$ cat config.mk
export PLATFORM = sky130hd
export DESIGN_NAME = uart_tx_fifo
export DESIGN_NICKNAME = d
export VERILOG_FILES = /design/src/rtl/uart_tx_fifo.sv
export SDC_FILE = /design/constraint.sdc
export NUM_CORES = 1
export LEC_CHECK = 0
export ABC_AREA = 1
export CAP_MARGIN = 30
export CORE_ASPECT_RATIO = 1.2
export CORE_UTILIZATION = 50
export DETAILED_ROUTE_END_ITERATION = 12
export GPL_TIMING_DRIVEN = 1
export PLACE_DENSITY = 0.73
export SYNTH_ARGS = -nofsm -noshare
export SYNTH_HDL_FRONTEND = slang
export SYNTH_SLANG_ARGS = --single-unit
$ cat constraint.sdc
create_clock -name txclk -period 2.5 [get_ports txclk]
set_input_delay 0.5 -clock txclk [delete_from_list [all_inputs] [get_ports txclk]]
set_output_delay 0.5 -clock txclk [all_outputs]
set_load 0.01 [all_outputs]
$ cat src/rtl/uart_tx_fifo.sv
// UART transmitter with a small transmit FIFO in front of it.
// Frames go out as start, DATA_W data bits LSB first, an optional parity bit,
// then STOP_BITS stop bits. Each bit lasts baud_div+1 txclk cycles, using the
// divisor value captured when the frame starts.
module uart_tx_fifo #(
    parameter int unsigned DATA_W     = 8,
    parameter int unsigned PARITY     = 0,
    parameter int unsigned STOP_BITS  = 1,
    parameter int unsigned DIV_W      = 16,
    parameter int unsigned FIFO_DEPTH = 4
) (
    input  logic                          txclk,
    input  logic                          reset,
    input  logic [DIV_W-1:0]              baud_div,
    input  logic                          wr_en,
    input  logic [DATA_W-1:0]             wr_data,
    output logic                          wr_ready,
    input  logic                          txenable,
    input  logic                          clr_ovf,
    output logic                          txout,
    output logic                          busy,
    output logic                          txempty,
    output logic [$clog2(FIFO_DEPTH):0]   fifo_count,
    output logic                          overflow
);

    localparam int unsigned AW = $clog2(FIFO_DEPTH);
    localparam int unsigned CW = AW + 1;
    localparam int unsigned BW = (DATA_W > 1) ? $clog2(DATA_W) : 1;

    localparam logic [2:0] IDLE  = 3'd0;
    localparam logic [2:0] START = 3'd1;
    localparam logic [2:0] DATA  = 3'd2;
    localparam logic [2:0] PAR   = 3'd3;
    localparam logic [2:0] STOP  = 3'd4;

    logic [2:0]        state_q, state_d;
    logic [DATA_W-1:0] data_q, data_d;
    logic [DIV_W-1:0]  div_q, div_d;
    logic [DIV_W-1:0]  cnt_q, cnt_d;
    logic [BW-1:0]     bit_q, bit_d;
    logic [AW-1:0]     rd_ptr_q, rd_ptr_d;
    logic [AW-1:0]     wr_ptr_q, wr_ptr_d;
    logic [CW-1:0]     count_q, count_d;
    logic              txout_q, txout_d;
    logic              busy_q, busy_d;
    logic              txempty_q, txempty_d;
    logic              wr_ready_q, wr_ready_d;
    logic              overflow_q, overflow_d;
    logic [DATA_W-1:0] mem_q [FIFO_DEPTH];

    logic full_c;
    logic push_c;
    logic drop_c;
    logic pop_c;
    logic tick_c;
    logic par_c;

    // Next-state: FIFO bookkeeping, frame sequencing and registered outputs.
    always_comb begin
        state_d    = state_q;
        data_d     = data_q;
        div_d      = div_q;
        cnt_d      = cnt_q;
        bit_d      = bit_q;
        rd_ptr_d   = rd_ptr_q;
        wr_ptr_d   = wr_ptr_q;
        count_d    = count_q;
        overflow_d = overflow_q;
        pop_c      = 1'b0;

        // Full is judged from registered occupancy so a same-edge pop never makes room.
        full_c = (count_q == CW'(FIFO_DEPTH));
        push_c = wr_en && !full_c;
        drop_c = wr_en && full_c;
        tick_c = (cnt_q == div_q);

        case (state_q)
            IDLE: begin
                if (txenable && (count_q != '0)) begin
                    pop_c = 1'b1;
                end
            end
            START: begin
                if (tick_c) begin
                    cnt_d   = '0;
                    bit_d   = '0;
                    state_d = DATA;
                end else begin
                    cnt_d = cnt_q + DIV_W'(1);
                end
            end
            DATA: begin
                if (tick_c) begin
                    cnt_d = '0;
                    if (bit_q == BW'(DATA_W - 1)) begin
                        bit_d   = '0;
                        state_d = (PARITY != 0) ? PAR : STOP;
                    end else begin
                        bit_d = bit_q + BW'(1);
                    end
                end else begin
                    cnt_d = cnt_q + DIV_W'(1);
                end
            end
            PAR: begin
                if (tick_c) begin
                    cnt_d   = '0;
                    bit_d   = '0;
                    state_d = STOP;
                end else begin
                    cnt_d = cnt_q + DIV_W'(1);
                end
            end
            STOP: begin
                if (tick_c) begin
                    cnt_d = '0;
                    if (bit_q == BW'(STOP_BITS - 1)) begin
                        bit_d = '0;
                        // Chain straight into the next frame when allowed: no idle gap.
                        if (txenable && (count_q != '0)) begin
                            pop_c = 1'b1;
                        end else begin
                            state_d = IDLE;
                        end
                    end else begin
                        bit_d = bit_q + BW'(1);
                    end
                end else begin
                    cnt_d = cnt_q + DIV_W'(1);
                end
            end
            default: begin
                state_d = IDLE;
            end
        endcase

        if (pop_c) begin
            data_d   = mem_q[rd_ptr_q];
            div_d    = baud_div;
            cnt_d    = '0;
            bit_d    = '0;
            state_d  = START;
            rd_ptr_d = rd_ptr_q + AW'(1);
        end

        if (push_c) begin
            wr_ptr_d = wr_ptr_q + AW'(1);
        end

        case ({push_c, pop_c})
            2'b10:   count_d = count_q + CW'(1);
            2'b01:   count_d = count_q - CW'(1);
            default: count_d = count_q;
        endcase

        // A dropped push outranks a clear on the same edge.
        if (drop_c) begin
            overflow_d = 1'b1;
        end else if (clr_ovf) begin
            overflow_d = 1'b0;
        end

        par_c = (PARITY == 1) ? ~(^data_d) : (^data_d);

        case (state_d)
            START:   txout_d = 1'b0;
            DATA:    txout_d = data_d[bit_d];
            PAR:     txout_d = par_c;
            default: txout_d = 1'b1;
        endcase

        busy_d     = (state_d != IDLE);
        txempty_d  = (count_d == '0) && (state_d == IDLE);
        wr_ready_d = (count_d != CW'(FIFO_DEPTH));
    end

    // State and output registers with synchronous active-low reset.
    always_ff @(posedge txclk) begin
        if (!reset) begin
            state_q    <= IDLE;
            data_q     <= '0;
            div_q      <= '0;
            cnt_q      <= '0;
            bit_q      <= '0;
            rd_ptr_q   <= '0;
            wr_ptr_q   <= '0;
            count_q    <= '0;
            txout_q    <= 1'b1;
            busy_q     <= 1'b0;
            txempty_q  <= 1'b1;
            wr_ready_q <= 1'b1;
            overflow_q <= 1'b0;
        end else begin
            state_q    <= state_d;
            data_q     <= data_d;
            div_q      <= div_d;
            cnt_q      <= cnt_d;
            bit_q      <= bit_d;
            rd_ptr_q   <= rd_ptr_d;
            wr_ptr_q   <= wr_ptr_d;
            count_q    <= count_d;
            txout_q    <= txout_d;
            busy_q     <= busy_d;
            txempty_q  <= txempty_d;
            wr_ready_q <= wr_ready_d;
            overflow_q <= overflow_d;
        end
    end

    // FIFO storage; contents need no reset because the pointers define validity.
    always_ff @(posedge txclk) begin
        if (reset && push_c) begin
            mem_q[wr_ptr_q] <= wr_data;
        end
    end

    assign wr_ready   = wr_ready_q;
    assign txout      = txout_q;
    assign busy       = busy_q;
    assign txempty    = txempty_q;
    assign fifo_count = count_q;
    assign overflow   = overflow_q;

endmodule

; ---- After elaboration in Yosys (flattened, before gate mapping)
; Memory sizes are Yosys's and may differ from the RTL's. A register that Yosys moved wholly into a read port is not among the register bits.
; Index checks and enable logic that the tools add are counted.
[op_classes]
n_addsub = 6
order_cmp = 1
eq_ne = 13
mux = 32
bitwise_logic = 1
n_reduce_logical = 17
[op_table]
columns = cell, count
row1 = $mux 3, 14
row2 = $add 16x1->16 const B, 1
row3 = $eq 16x16->1, 1
row4 = $mux 16, 1
row5 = $pmux 3 s5, 1
row6 = $eq 3x2->1 const B, 4
row7 = $logic_not 3->1, 4
row8 = $eq 3x3->1 const B, 3
row9 = $pmux 3 s3, 1
row10 = $mux 1, 8
row11 = $mux 8, 1
row12 = $reduce_xor 8->1, 1
row13 = $add 3x1->3 const B, 2
row14 = $eq 3x1->1 const B, 2
row15 = $pmux 3 s2, 1
row16 = $reduce_bool 3->1, 2
row17 = $logic_and 1x1->1, 5
row18 = $add 2x1->2 const B, 2
row19 = $lt 3x4->1 const B, 1
row20 = $mux 2, 2
row21 = $reduce_or 2->1, 2
row22 = $reduce_or 4->1, 1
row23 = $bmux 1 s3, 1
row24 = $ne 3x3->1 const B, 1
row25 = 8 further kinds, 8
[totals]
ff_bits = 58
mem_bits_rw = 32
inputBits = 29
output_inout_bits = 8
word_cells = 84
n_memories = 1
[mem_list]
columns = memory, words, width, rd, rd_ports_with_merged_regs, wr, line_no
row1 = mem_q, 4, 8, 1, 1, 1, 50  ; logic [DATA_W-1:0] mem_q [FIFO_DEPTH];

; ---- Longest topological paths before layout
; Gate-level depths: netlist of run 1.
[logic_depth]
word_depth = 10
depth_mapped = 19
mapped_depth_nobuf = 19

; ---- Worst setup path before layout of run 1
; OpenSTA, ideal clock, no wires.
[synth_path]
path_type = register to register
start = register count_q[0], in the netlist fifo_count[0]
end = register txempty_q, in the netlist txempty
setup_ps = 70
arrival_ps = 2443
required_time_ps = 2430
slack_ps = -12
stages_incl_launch_ff = 15
path_buffers = 1
period_less_slack_ps = 2512
path_cell_list = dfxtp_1 inv_1 nand3_1 nand2_1 inv_1 nand3b_1 nand2_4 buf_6 ha_1 fa_1 o21ai_0 inv_1 nor2_1 nand3_1 a21oi_1
[synth_via]
elab_chain_cells = 10
elab_cells_between_ends = 22
classes_between = add/sub: 2 / eq/ne: 3 / mux: 10 / reduce/logical: 7
[synth_rtl]
columns = element, line_no
row1 = "start, declared", 44  ; logic [CW-1:0] count_q, count_d;
row2 = "start signal, assigned", 202  ; count_q <= count_d;
row3 = $reduce_bool 3->1, "80, 121"
row4 = $logic_and 1x1->1, "80, 121"
row5 = $mux 1, "80, 121"
row6 = $mux 1, 118  ; if (bit_q == BW'(STOP_BITS - 1)) begin
row7 = $mux 1, 116  ; if (tick_c) begin
row8 = $pmux 1 s2, 78  ; case (state_q)
row9 = $eq 2x1->1 or $eq 2x2->1 (tied branches), 151  ; case ({push_c, pop_c})
row10 = $pmux 3 s2, 151
row11 = $logic_not 3->1, 174  ; txempty_d = (count_d == '0) && (state_d == IDLE);
row12 = $logic_and 1x1->1 (*), 174
row13 = "end signal, assigned", 205  ; txempty_q <= txempty_d;
row14 = "end, declared", 47  ; logic txempty_q, txempty_d;
; Every way passes the cells marked *; elsewhere a longest branch is shown, timed or not.
; A chain may end at the register's enable or synchronous reset.

; ---- Final worst setup path of run 1
[layout_path]
start = register cnt_q[13]
end = register txempty_q, in the netlist txempty
[layout_via]
elab_chain_cells = 7
elab_cells_between_ends = 15
classes_between = eq/ne: 3 / mux: 9 / reduce/logical: 3
[layout_rtl]
columns = element, line_no
row1 = "start, declared", 40  ; logic [DIV_W-1:0] cnt_q, cnt_d;
row2 = "start signal, assigned", 198  ; cnt_q <= cnt_d;
row3 = $eq 16x16->1 (*), 76  ; tick_c = (cnt_q == div_q);
row4 = $mux 1, 116
row5 = $pmux 1 s2, 78
row6 = $eq 2x1->1 or $eq 2x2->1 (tied branches), 151
row7 = $pmux 3 s2, 151
row8 = $logic_not 3->1, 174
row9 = $logic_and 1x1->1 (*), 174
; Marks and branches as above.

==> results of run 1 <==
[report_power, final]
group / total, W / switching, W / internal [W] / leakage, nW
Sequential: 0.00197 / 0.000149 / 0.00182 / 0.783
Combinational: 0.00242 / 0.00151 / 0.000909 / 1.37
Clock: 0.000963 / 0.000555 / 0.000408 / 0.0958
Total: 0.00536 / 0.00222 / 0.00314 / 2.25
[per-layer routing]
metal  vias up  part of all wire [%]  wire [um]  track usage (%)
met5         -                     0          0                0
met4         0                   2.1        193             10.5
met3        18                   4.2        386             4.58
met2        67                    49       4530             37.7
met1      1724                    45       4150             25.4
li1       2022                     -          -                -
[layout make-up]
| class | count | area, um^2 | share of cell area, % |
|---|---|---|---|
| multi-input combinational | 409 | 2010 | 37.6 |
| timing repair buffer | 56 | 510 | 9.56 |
| tap | 117 | 146 | 2.74 |
| sequential | 92 | 2170 | 40.6 |
| clock buffer | 10 | 138 | 2.58 |
| clock inverter | 6 | 53.8 | 1.01 |
| inverter | 85 | 319 | 5.97 |
[worst register-to-register path: cells and delay by family (launching register included)]
kind / cells / cell delay [ns]
AND/OR/NAND/NOR: 9 / 0.88
adder cells (fa/ha/maj): 2 / 0.63
flip-flops: 1 / 0.41
AO/OA/AOI/OAI: 2 / 0.30
buffers and inverters: 2 / 0.12
[cells in the mapped netlist (2+ instances only)]
cell | n | share of area [%]
nor3_2 | 2 | 0.44
inv_2 | 16 | 1.3
xor2_1 | 2 | 0.39
buf_6 | 2 | 0.50
dfxtp_1 | 60 | 26
nand3b_1 | 3 | 0.50
inv_1 | 69 | 5.7
nor2_2 | 4 | 0.55
nand2_2 | 13 | 1.8
o21ai_0 | 46 | 5.1
clkbuf_1 | 10 | 0.83
a21oi_1 | 35 | 3.9
nor3_1 | 9 | 0.99
edfxtp_1 | 32 | 21
nor3b_1 | 4 | 0.66
ha_1 | 9 | 2.5
nor2_4 | 2 | 0.50
nand4_1 | 3 | 0.41
nand3_1 | 31 | 3.4
o31ai_1 | 3 | 0.50
nand2_1 | 150 | 12
nor2_1 | 79 | 6.5
o21ai_1 | 2 | 0.22
[logic make-up after synthesis]
kind of cell | Yosys count | synth area share (%)
buf+inv | 100 | 8.88
flops | 92 | 47.6
fa+ha+maj | 10 | 2.92
simple gates | 305 | 29.5
xor+xnor | 3 | 0.579
compound gates | 91 | 10.4
[per-stage QoR]
stage | instances | setup TNS, ns | hold WS (ns) | area, um^2
final | 775 | 0 | 0.466 | 5340
after global routing | 775 | -0.109 | 0.497 | 5340
after CTS | 774 | 0 | 0.470 | 5300
after detailed placement | 758 | -0.517 | 0.458 | 5110
after global placement | 758 | -0.286 | 0.444 | 5110
after floorplan | 601 | 0 | 0.436 | 4540
[worst paths after layout]
kind	start	endpoint	slack, ns	cells past startpoint
worst max register to register	cnt_q[13]	txempty	0.13	15
worst max-delay path	cnt_q[13]	txempty	0.13	15
worst min register to register	overflow	overflow	0.47	2
worst min-delay path	overflow	overflow	0.47	2
[what timing repair did]
action	in CTS	in global routing
buffers inserted	0	1
setup endpoints to repair	0	5
resized for setup	0	16
[state kept, by name, summed over array words and instances, names as in the netlist, 2 cells and up, named ones only]
signal and cells:
rd_ptr_q 2, cnt_q 16, div_q 16, fifo_count 3
data_q 8, mem_q 32, bit_q 3, state_q 3
wr_ptr_q 2
==> flow_metrics.env, run 1 <==
export IMPL_dieArea_um2=9470
export IMPL_crit_top_cell="nand2_1"
export IMPL_grt_overflow=0
export IMPL_critical_path_max_stage_delay_ns=0.43
export IMPL_period_minus_slack_ns=2.37
export IMPL_core_area_um2=8700
export IMPL_wl_per_cell_um=11.9
export IMPL_cp_required_ns=2.81
export IMPL_port_buffers=36
export IMPL_setup_viol=0
export IMPL_grt_pass1_wl_um=15900
export IMPL_row_count=37
export IMPL_dr_first_iter_drc_count=116
export IMPL_viasPerCell=4.94
export IMPL_grt_start_max_net_pins=33
export IMPL_area_growth_pct=17.7
export IMPL_max_slew_worst_pin_slew_ns=0.437
export IMPL_final_common_cell="nand2_1"
export IMPL_gp_congestion=0.842
export IMPL_outcome="finished clean"
export IMPL_max_freq_ghz=0.422
export IMPL_hold_viol_final=0
export IMPL_cts_tree="built"
export IMPL_path_delay_family="simple AND/OR/NAND/NOR gates"
export IMPL_p_leak_nw=2.25
export IMPL_final_cell_mix="149 x nand2_1, 77 x nor2_1, 68 x inv_1, 55 x dfxtp_1, 44 x o21ai_0"
export IMPL_drive_gt1_share_pct=14.1
export IMPL_clockBufferDepth=2
export IMPL_nFillCells=804
export IMPL_critPathBufInv=2
export IMPL_yosys_warnings=0
export IMPL_yosysSeqAreaShare_pct=47.6
export IMPL_start_kind="flop"
export IMPL_fin_util_pct=61.4
export IMPL_totalWireLength_um=9260
export IMPL_cp_end_kind="flop"
export IMPL_fin_crit_sh_pct=94.8
export IMPL_ctsHtreeMaxLevel=3
export IMPL_rsz0062_at_grt="true"
export IMPL_finalClockSkew_ns=0.00971
export IMPL_root_buffer="clkbuf_8"
export IMPL_drc=0
export IMPL_cts_sinks=92
export IMPL_synth_cell_types=38
export IMPL_numCtsBuffers=9
export IMPL_antenna_found_initial=0
export IMPL_syn_area_um2=4540
export IMPL_cpMaxStageDelayCell="fa_1"
export IMPL_antenna_left=0
export IMPL_drt_pass1_iterations=4
export IMPL_synthFlopType="dfxtp_1"
export IMPL_arrival_ns=2.68
export IMPL_ys_seq_elements=92
export IMPL_vdd_drop_max_mv=0.483
export IMPL_insertion_delay_ns=0.37
export IMPL_post_dp_hpwl_um=6740
export IMPL_pin_count=37
export IMPL_grt_usage_pct=21.9
export IMPL_syn_num_nets=640
export IMPL_power_density_nw_per_um2=1000
export IMPL_grt_pass1_vias=3752
export IMPL_pre_cts_ws_ns=-0.291
export IMPL_hp_class="flop to flop"
export IMPL_finalPower_w=0.00536
export IMPL_clk_pin_slew_worst_paths_ns=0.10
export IMPL_hold_buffers=0
export IMPL_chipWidth_um=89.0
export IMPL_initial_core_util_pct=52.2
export IMPL_cap_viol_max_count=0
export IMPL_synth_edff_count=32
export IMPL_worstSetupPathType="flop to flop"
export IMPL_antennaDiodeCount=0
export IMPL_via_count=3831
export IMPL_dieHeight_um=106
export IMPL_avgSynthCellArea_um2=7.55
export IMPL_async_flop_share_pct=0
export IMPL_nets=692
export IMPL_slew_viol_final=0
export IMPL_synth_cells=601
export IMPL_fin_ws_ns=0.131
export IMPL_path_cells="inv_2, nand2_1, nand2_1, nor2_1, nand2_1, nor2_4, nand4_4, nand2_4, ha_2, fa_1, o21ai_2, inv_1, nor2_2, nand3_2, a21oi_2"
export IMPL_critPathMaxFanout=4
export IMPL_max_slew_margin_pct=70.7
(Power assumes the default switching activity.)
==> run 2: changes to the inputs <==
==> constraint.sdc (replaced) <==
create_clock -name txclk -period 2.5 [get_ports txclk]
set_input_delay 0.5 -clock txclk [delete_from_list [all_inputs] [get_ports txclk]]
set_output_delay 0.5 -clock txclk [all_outputs]
set_load 0.05 [all_outputs]
==> flow_metrics.env, run 2 (synthesis results as in run 1) <==
export IMPL_outcome="finished clean"
export IMPL_power_density_nw_per_um2=1060
export IMPL_reg2reg_slack_ns=0.14
export IMPL_wl_per_cell_um=12.4
export IMPL_cts_tree="built"
export IMPL_initial_core_util_pct=52.2
export IMPL_cts_sinks=92
export IMPL_gp_congestion=0.832
export IMPL_drive_gt1_share_pct=14.5
export IMPL_antennaDiodeCount=0
export IMPL_clkPwrFrac_pct=19.9
export IMPL_p_leak_nw=2.26
export IMPL_worstHoldPathCells=2
export IMPL_cp_required_ns=2.80
export IMPL_drc=0
export IMPL_via_count=3843
export IMPL_cpMaxStageDelayCell="fa_1"
export IMPL_r2r_start="cnt_q[9]"
export IMPL_clk_pin_slew_worst_paths_ns=0.09
export IMPL_viasPerCell=4.97
export IMPL_antenna_found_initial=0
export IMPL_pin_count=37
export IMPL_path_cells="inv_2, nand2_1, nand2_1, nor2_2, nand2_1, nor2_4, nand4_4, nand2_4, ha_2, fa_1, o21ai_2, inv_1, nor2_2, nand3_1, a21oi_1"
export IMPL_chipWidth_um=89.0
export IMPL_path_delay_family="simple AND/OR/NAND/NOR gates"
export IMPL_grt_usage_pct=22.3
export IMPL_critPathBufInv=2
export IMPL_final_common_cell="nand2_1"
export IMPL_cp_end_kind="flop"
export IMPL_grt_start_max_net_pins=33
export IMPL_cap_viol_max_count=0
export IMPL_port_buffers=36
export IMPL_seqCellArea_um2=2190
export IMPL_fin_ws_ns=0.136
export IMPL_min_from="overflow"
export IMPL_area_growth_pct=18.1
export IMPL_fin_crit_sh_pct=94.6
export IMPL_reg_top3="mem_q (32), cnt_q (16), div_q (16)"
export IMPL_p_switching_w=0.00237
export IMPL_reg2reg_depth=15
export IMPL_max_slew_worst_pin_slew_ns=0.525
export IMPL_hold_buffers=0
export IMPL_start_kind="flop"
export IMPL_pre_cts_ws_ns=-0.269
export IMPL_worstSetupPathType="flop to flop"
export IMPL_numCtsBuffers=9
export IMPL_rsz0062_at_grt="false"
export IMPL_regMostFlops="mem_q"
export IMPL_internal_power_w=0.00329
export IMPL_critical_path_max_stage_delay_ns=0.43
export IMPL_layout_cells_non_filler=773
export IMPL_antenna_left=0
export IMPL_nFillCells=800
export IMPL_dieArea_um2=9470
export IMPL_slew_viol_final=0
export IMPL_vdd_drop_max_mv=0.555
export IMPL_whs_endpoint="overflow"
export IMPL_largest_reg_flops=32
export IMPL_max_freq_ghz=0.423
export IMPL_clockBufferDepth=2
export IMPL_swShare_pct=41.8
export IMPL_stdcell_area_um2=5360
export IMPL_totalWireLength_um=9550
export IMPL_nets=690
export IMPL_grt_pass1_vias=3733
export IMPL_period_minus_slack_ns=2.36
export IMPL_arrival_ns=2.67
export IMPL_combPwrFrac_pct=44.9
export IMPL_post_dp_hpwl_um=6980
export IMPL_dieHeight_um=106
export IMPL_root_buffer="clkbuf_8"
export IMPL_hp_class="flop to flop"
export IMPL_final_cell_mix="150 x nand2_1, 76 x nor2_1, 68 x inv_1, 47 x dfxtp_1, 45 x o21ai_0"
export IMPL_hold_viol_final=0
export IMPL_multiInputGateArea_um2=1990
export IMPL_r2r_end="txempty"
export IMPL_grt_overflow=0
export IMPL_dr_first_iter_drc_count=154
export IMPL_fin_util_pct=61.6
export IMPL_seqPwrFrac_pct=35.2
export IMPL_max_slew_margin_pct=64.9
export IMPL_ctsHtreeMaxLevel=3
export IMPL_placed_area_um2=5100
export IMPL_insertion_delay_ns=0.37
export IMPL_critPathMaxFanout=6
export IMPL_finalClockSkew_ns=0.0118
export IMPL_grt_pass1_wl_um=16200
export IMPL_dp_cells=756
export IMPL_core_area_um2=8700
export IMPL_drt_pass1_iterations=5
export IMPL_row_count=37
export IMPL_setup_viol=0
export IMPL_crit_top_cell="nand2_1"
-- run 2: changes by cell type in the layout (fill, tap and decap cells not counted), moves of 2 or more --
cell / delta
buf_4: -2
dfxtp_1: -8
bufinv_16: +2
dfxtp_4: +4
dfxtp_2: +4
-- run 2: routing by layer --
layer | wire length, um | vias up | track usage (%)
met1 | 4160 | 1754 | 26.0
met5 | 0 | - | 0
li1 | - | 2018 | -
met4 | 123 | 0 | 8.39
met3 | 292 | 10 | 4.74
met2 | 4980 | 61 | 39.5
-- run 2: layout make-up --
class / instances / share of cell area, %
Tap cell: 117 / 2.73
Timing Repair Buffer: 54 / 9.24
Multi-Input combinational cell: 409 / 37.1
Inverter: 85 / 5.95
Clock inverter: 6 / 1.77
Clock buffer: 10 / 2.38
Sequential cell: 92 / 40.8
-- run 2: worst reg2reg max path: cells and delay by family (launching register included) --
kind	cells	cell delay, ns
AND/OR/NAND/NOR	9	0.89
adder cells (fa/ha/maj)	2	0.62
flip-flops	1	0.37
AO/OA/AOI/OAI	2	0.27
buffers and inverters	2	0.15
-- run 2: per-stage QoR --
| step | setup TNS [ns] | hold WS [ns] | power (W) |
|---|---|---|---|
| global placement | -0.239 | 0.447 | 0.00442 |
| finish | 0 | 0.463 | 0.00566 |
| global route | 0 | 0.502 | 0.00609 |
| floorplan | 0 | 0.436 | 0.00388 |
| CTS | 0 | 0.468 | 0.00563 |
| detailed placement | -0.483 | 0.455 | 0.00451 |
-- run 2: how the worst max path moves through the flow --
stage                  startpoint       to  slack, ns  cells past startpoint
floorplan           fifo_count[2]  txempty      0.001                     14
global placement         txenable  txempty      -0.17                     12
detailed placement       txenable  txempty      -0.27                     12
CTS                      cnt_q[9]  txempty      0.006                     15
global route        fifo_count[2]  txempty      0.002                     14
finish                   cnt_q[9]  txempty       0.14                     15
-- run 2: timing repair --
action | 4_1_cts | 5_1_grt
setup endpoints to repair | 1 | 3
pin swaps | 0 | 3
gates resized for setup | 1 | 16
endpoints found under the hold margin | 0 | 0
cloned | 0 | 0
buffers inserted | 0 | 1
-- run 2: power by group through the flow --
stage / registers [W] / clock network, W / logic (W)
2_1_floorplan: 0.00215 / 0 / 0.00172
3_3_place_gp: 0.00202 / 0 / 0.00240
3_5_place_dp: 0.00203 / 0 / 0.00248
4_1_cts: 0.00200 / 0.00114 / 0.00250
5_1_grt: 0.00203 / 0.00120 / 0.00286
6_report: 0.00199 / 0.00112 / 0.00254
==> run 3: changes to the inputs <==
--- a/config.mk
+++ b/config.mk
@@ -9,6 +9,7 @@
 export CAP_MARGIN = 30
 export CORE_ASPECT_RATIO = 1.2
 export CORE_UTILIZATION = 50
+export CTS_BUF_LIST = sky130_fd_sc_hd__clkbuf_4
 export DETAILED_ROUTE_END_ITERATION = 12
 export GPL_TIMING_DRIVEN = 1
 export PLACE_DENSITY = 0.73
==> flow_metrics.env, run 3 (synthesis results as in run 1) <==
export IMPL_via_count=3816
export IMPL_grt_pass1_vias=3733
export IMPL_ctsHtreeMaxLevel=3
export IMPL_pin_count=37
export IMPL_initial_core_util_pct=52.2
export IMPL_cp_end_kind="flop"
export IMPL_grt_pass1_wl_um=16000
export IMPL_clk_pin_slew_worst_paths_ns=0.14
export IMPL_viasPerCell=4.94
export IMPL_grt_usage_pct=22.2
export IMPL_dr_first_iter_drc_count=143
export IMPL_worstHoldPathCells=2
export IMPL_cp_required_ns=2.89
export IMPL_max_slew_margin_pct=64.4
export IMPL_hp_class="flop to flop"
export IMPL_finalClockSkew_ns=0.0195
export IMPL_hold_buffers=0
export IMPL_dieArea_um2=9470
export IMPL_reg2reg_depth=15
export IMPL_cts_sinks=92
export IMPL_worstSetupPathType="flop to flop"
export IMPL_grt_start_max_net_pins=33
export IMPL_routed_top_layer="met4"
export IMPL_drive_gt1_share_pct=15.1
export IMPL_path_delay_family="simple AND/OR/NAND/NOR gates"
export IMPL_cap_viol_max_count=0
export IMPL_placed_area_um2=5100
export IMPL_root_buffer="clkbuf_4"
export IMPL_nets=690
export IMPL_antenna_found_initial=0
export IMPL_wl_per_cell_um=12.3
export IMPL_dieHeight_um=106
export IMPL_max_slew_worst_pin_slew_ns=0.532
export IMPL_cp_depth=15
export IMPL_antenna_left=0
export IMPL_fin_crit_sh_pct=94.6
export IMPL_slew_viol_final=0
export IMPL_clockBufferDepth=2
export IMPL_final_cell_mix="148 x nand2_1, 76 x nor2_1, 68 x inv_1, 46 x dfxtp_1, 45 x o21ai_0"
export IMPL_stdcell_area_um2=5310
export IMPL_power_density_nw_per_um2=1030
export IMPL_critical_path_max_stage_delay_ns=0.43
export IMPL_period_minus_slack_ns=2.36
export IMPL_drt_met1_wl_um=4070
export IMPL_gp_congestion=0.832
export IMPL_p_leak_nw=2.24
export IMPL_critPathMaxFanout=4
export IMPL_post_dp_hpwl_um=6980
export IMPL_grt_overflow=0
export IMPL_area_growth_pct=17.1
export IMPL_port_buffers=36
export IMPL_reg_top3="mem_q (32), cnt_q (16), div_q (16)"
export IMPL_outcome="finished clean"
export IMPL_drc=0
export IMPL_chipWidth_um=89.0
export IMPL_setup_viol=0
export IMPL_cts_tree="built"
export IMPL_totalWireLength_um=9480
export IMPL_worst_hold_slack_ns=0.470
export IMPL_antennaDiodeCount=0
export IMPL_max_freq_ghz=0.423
export IMPL_hold_viol_final=0
export IMPL_insertion_delay_ns=0.45
export IMPL_critPathBufInv=2
export IMPL_drt_pass1_iterations=5
export IMPL_final_common_cell="nand2_1"
export IMPL_path_cells="inv_1, nand2_1, nand2_1, nor2_1, nand2_1, nor2_4, nand4_4, nand2_4, ha_2, fa_1, o21ai_2, inv_1, nor2_2, nand3_1, a21oi_1"
export IMPL_start_kind="flop"
export IMPL_numCtsBuffers=9
export IMPL_crit_top_cell="nand2_1"
export IMPL_core_area_um2=8700
export IMPL_cpMaxStageDelayCell="fa_1"
export IMPL_vdd_drop_max_mv=0.540
export IMPL_wl_met2_um=5000
export IMPL_largest_reg_flops=32
export IMPL_regMostFlops="mem_q"
export IMPL_arrival_ns=2.76
export IMPL_row_count=37
export IMPL_met3WireLength_um=312
## run 3: metrics by stage
step                total power, W  TNS [ns]  util, %  setup slack [ns]  std cells
CTS                        0.00547         0     60.6            0.0237        772
global placement           0.00442    -0.239     58.6            -0.171        756
floorplan                  0.00388         0        -           0.00100        601
finish                     0.00549         0     61.1             0.135        773
detailed placement         0.00451    -0.483     58.6            -0.269        756
global route               0.00593   -0.0115     61.1           -0.0115        773
## run 3: power breakdown
| part | switching, W | total (W) | leakage (nW) | internal (W) |
|---|---|---|---|---|
| sequential | 0.000163 | 0.00199 | 0.789 | 0.00183 |
| clock | 0.000522 | 0.000952 | 0.0920 | 0.000430 |
| combinational | 0.00166 | 0.00254 | 1.36 | 0.000889 |
## run 3: what timing repair did
item | 4_1_cts | 5_1_grt
pin swaps | 0 | 3
gates resized for setup | 2 | 18
setup buffers | 0 | 1
setup endpoints to repair | 1 | 4
## run 3: final timing paths
path / slack, ns / to / start
hold reg to reg: 0.47 / overflow / overflow
setup reg to reg: 0.14 / txempty / cnt_q[0]
setup / recovery: 0.14 / txempty / cnt_q[0]
hold / removal: 0.47 / overflow / overflow
## run 3: layout make-up
type                       count  area (um^2)
timing repair buffer          54          495
fill                         806         3390
clock buffer                  10         75.1
tap                          117          146
clock inverter                 6         95.1
multi-input combinational    409         1990
sequential                    92         2190
inverter                      85          319
## run 3: worst min-delay path: stages, from the launching register on
cell	delay, ns
dfxtp_1	0.33
nand2_1	0.06
a21oi_1	0.05
## run 3: metal layers
| layer | track usage (%) | up-vias |
|---|---|---|
| met5 | 0 | - |
| met4 | 8.50 | 0 |
| met3 | 4.74 | 8 |
| met2 | 39.7 | 52 |
| met1 | 25.3 | 1741 |
| li1 | - | 2015 |
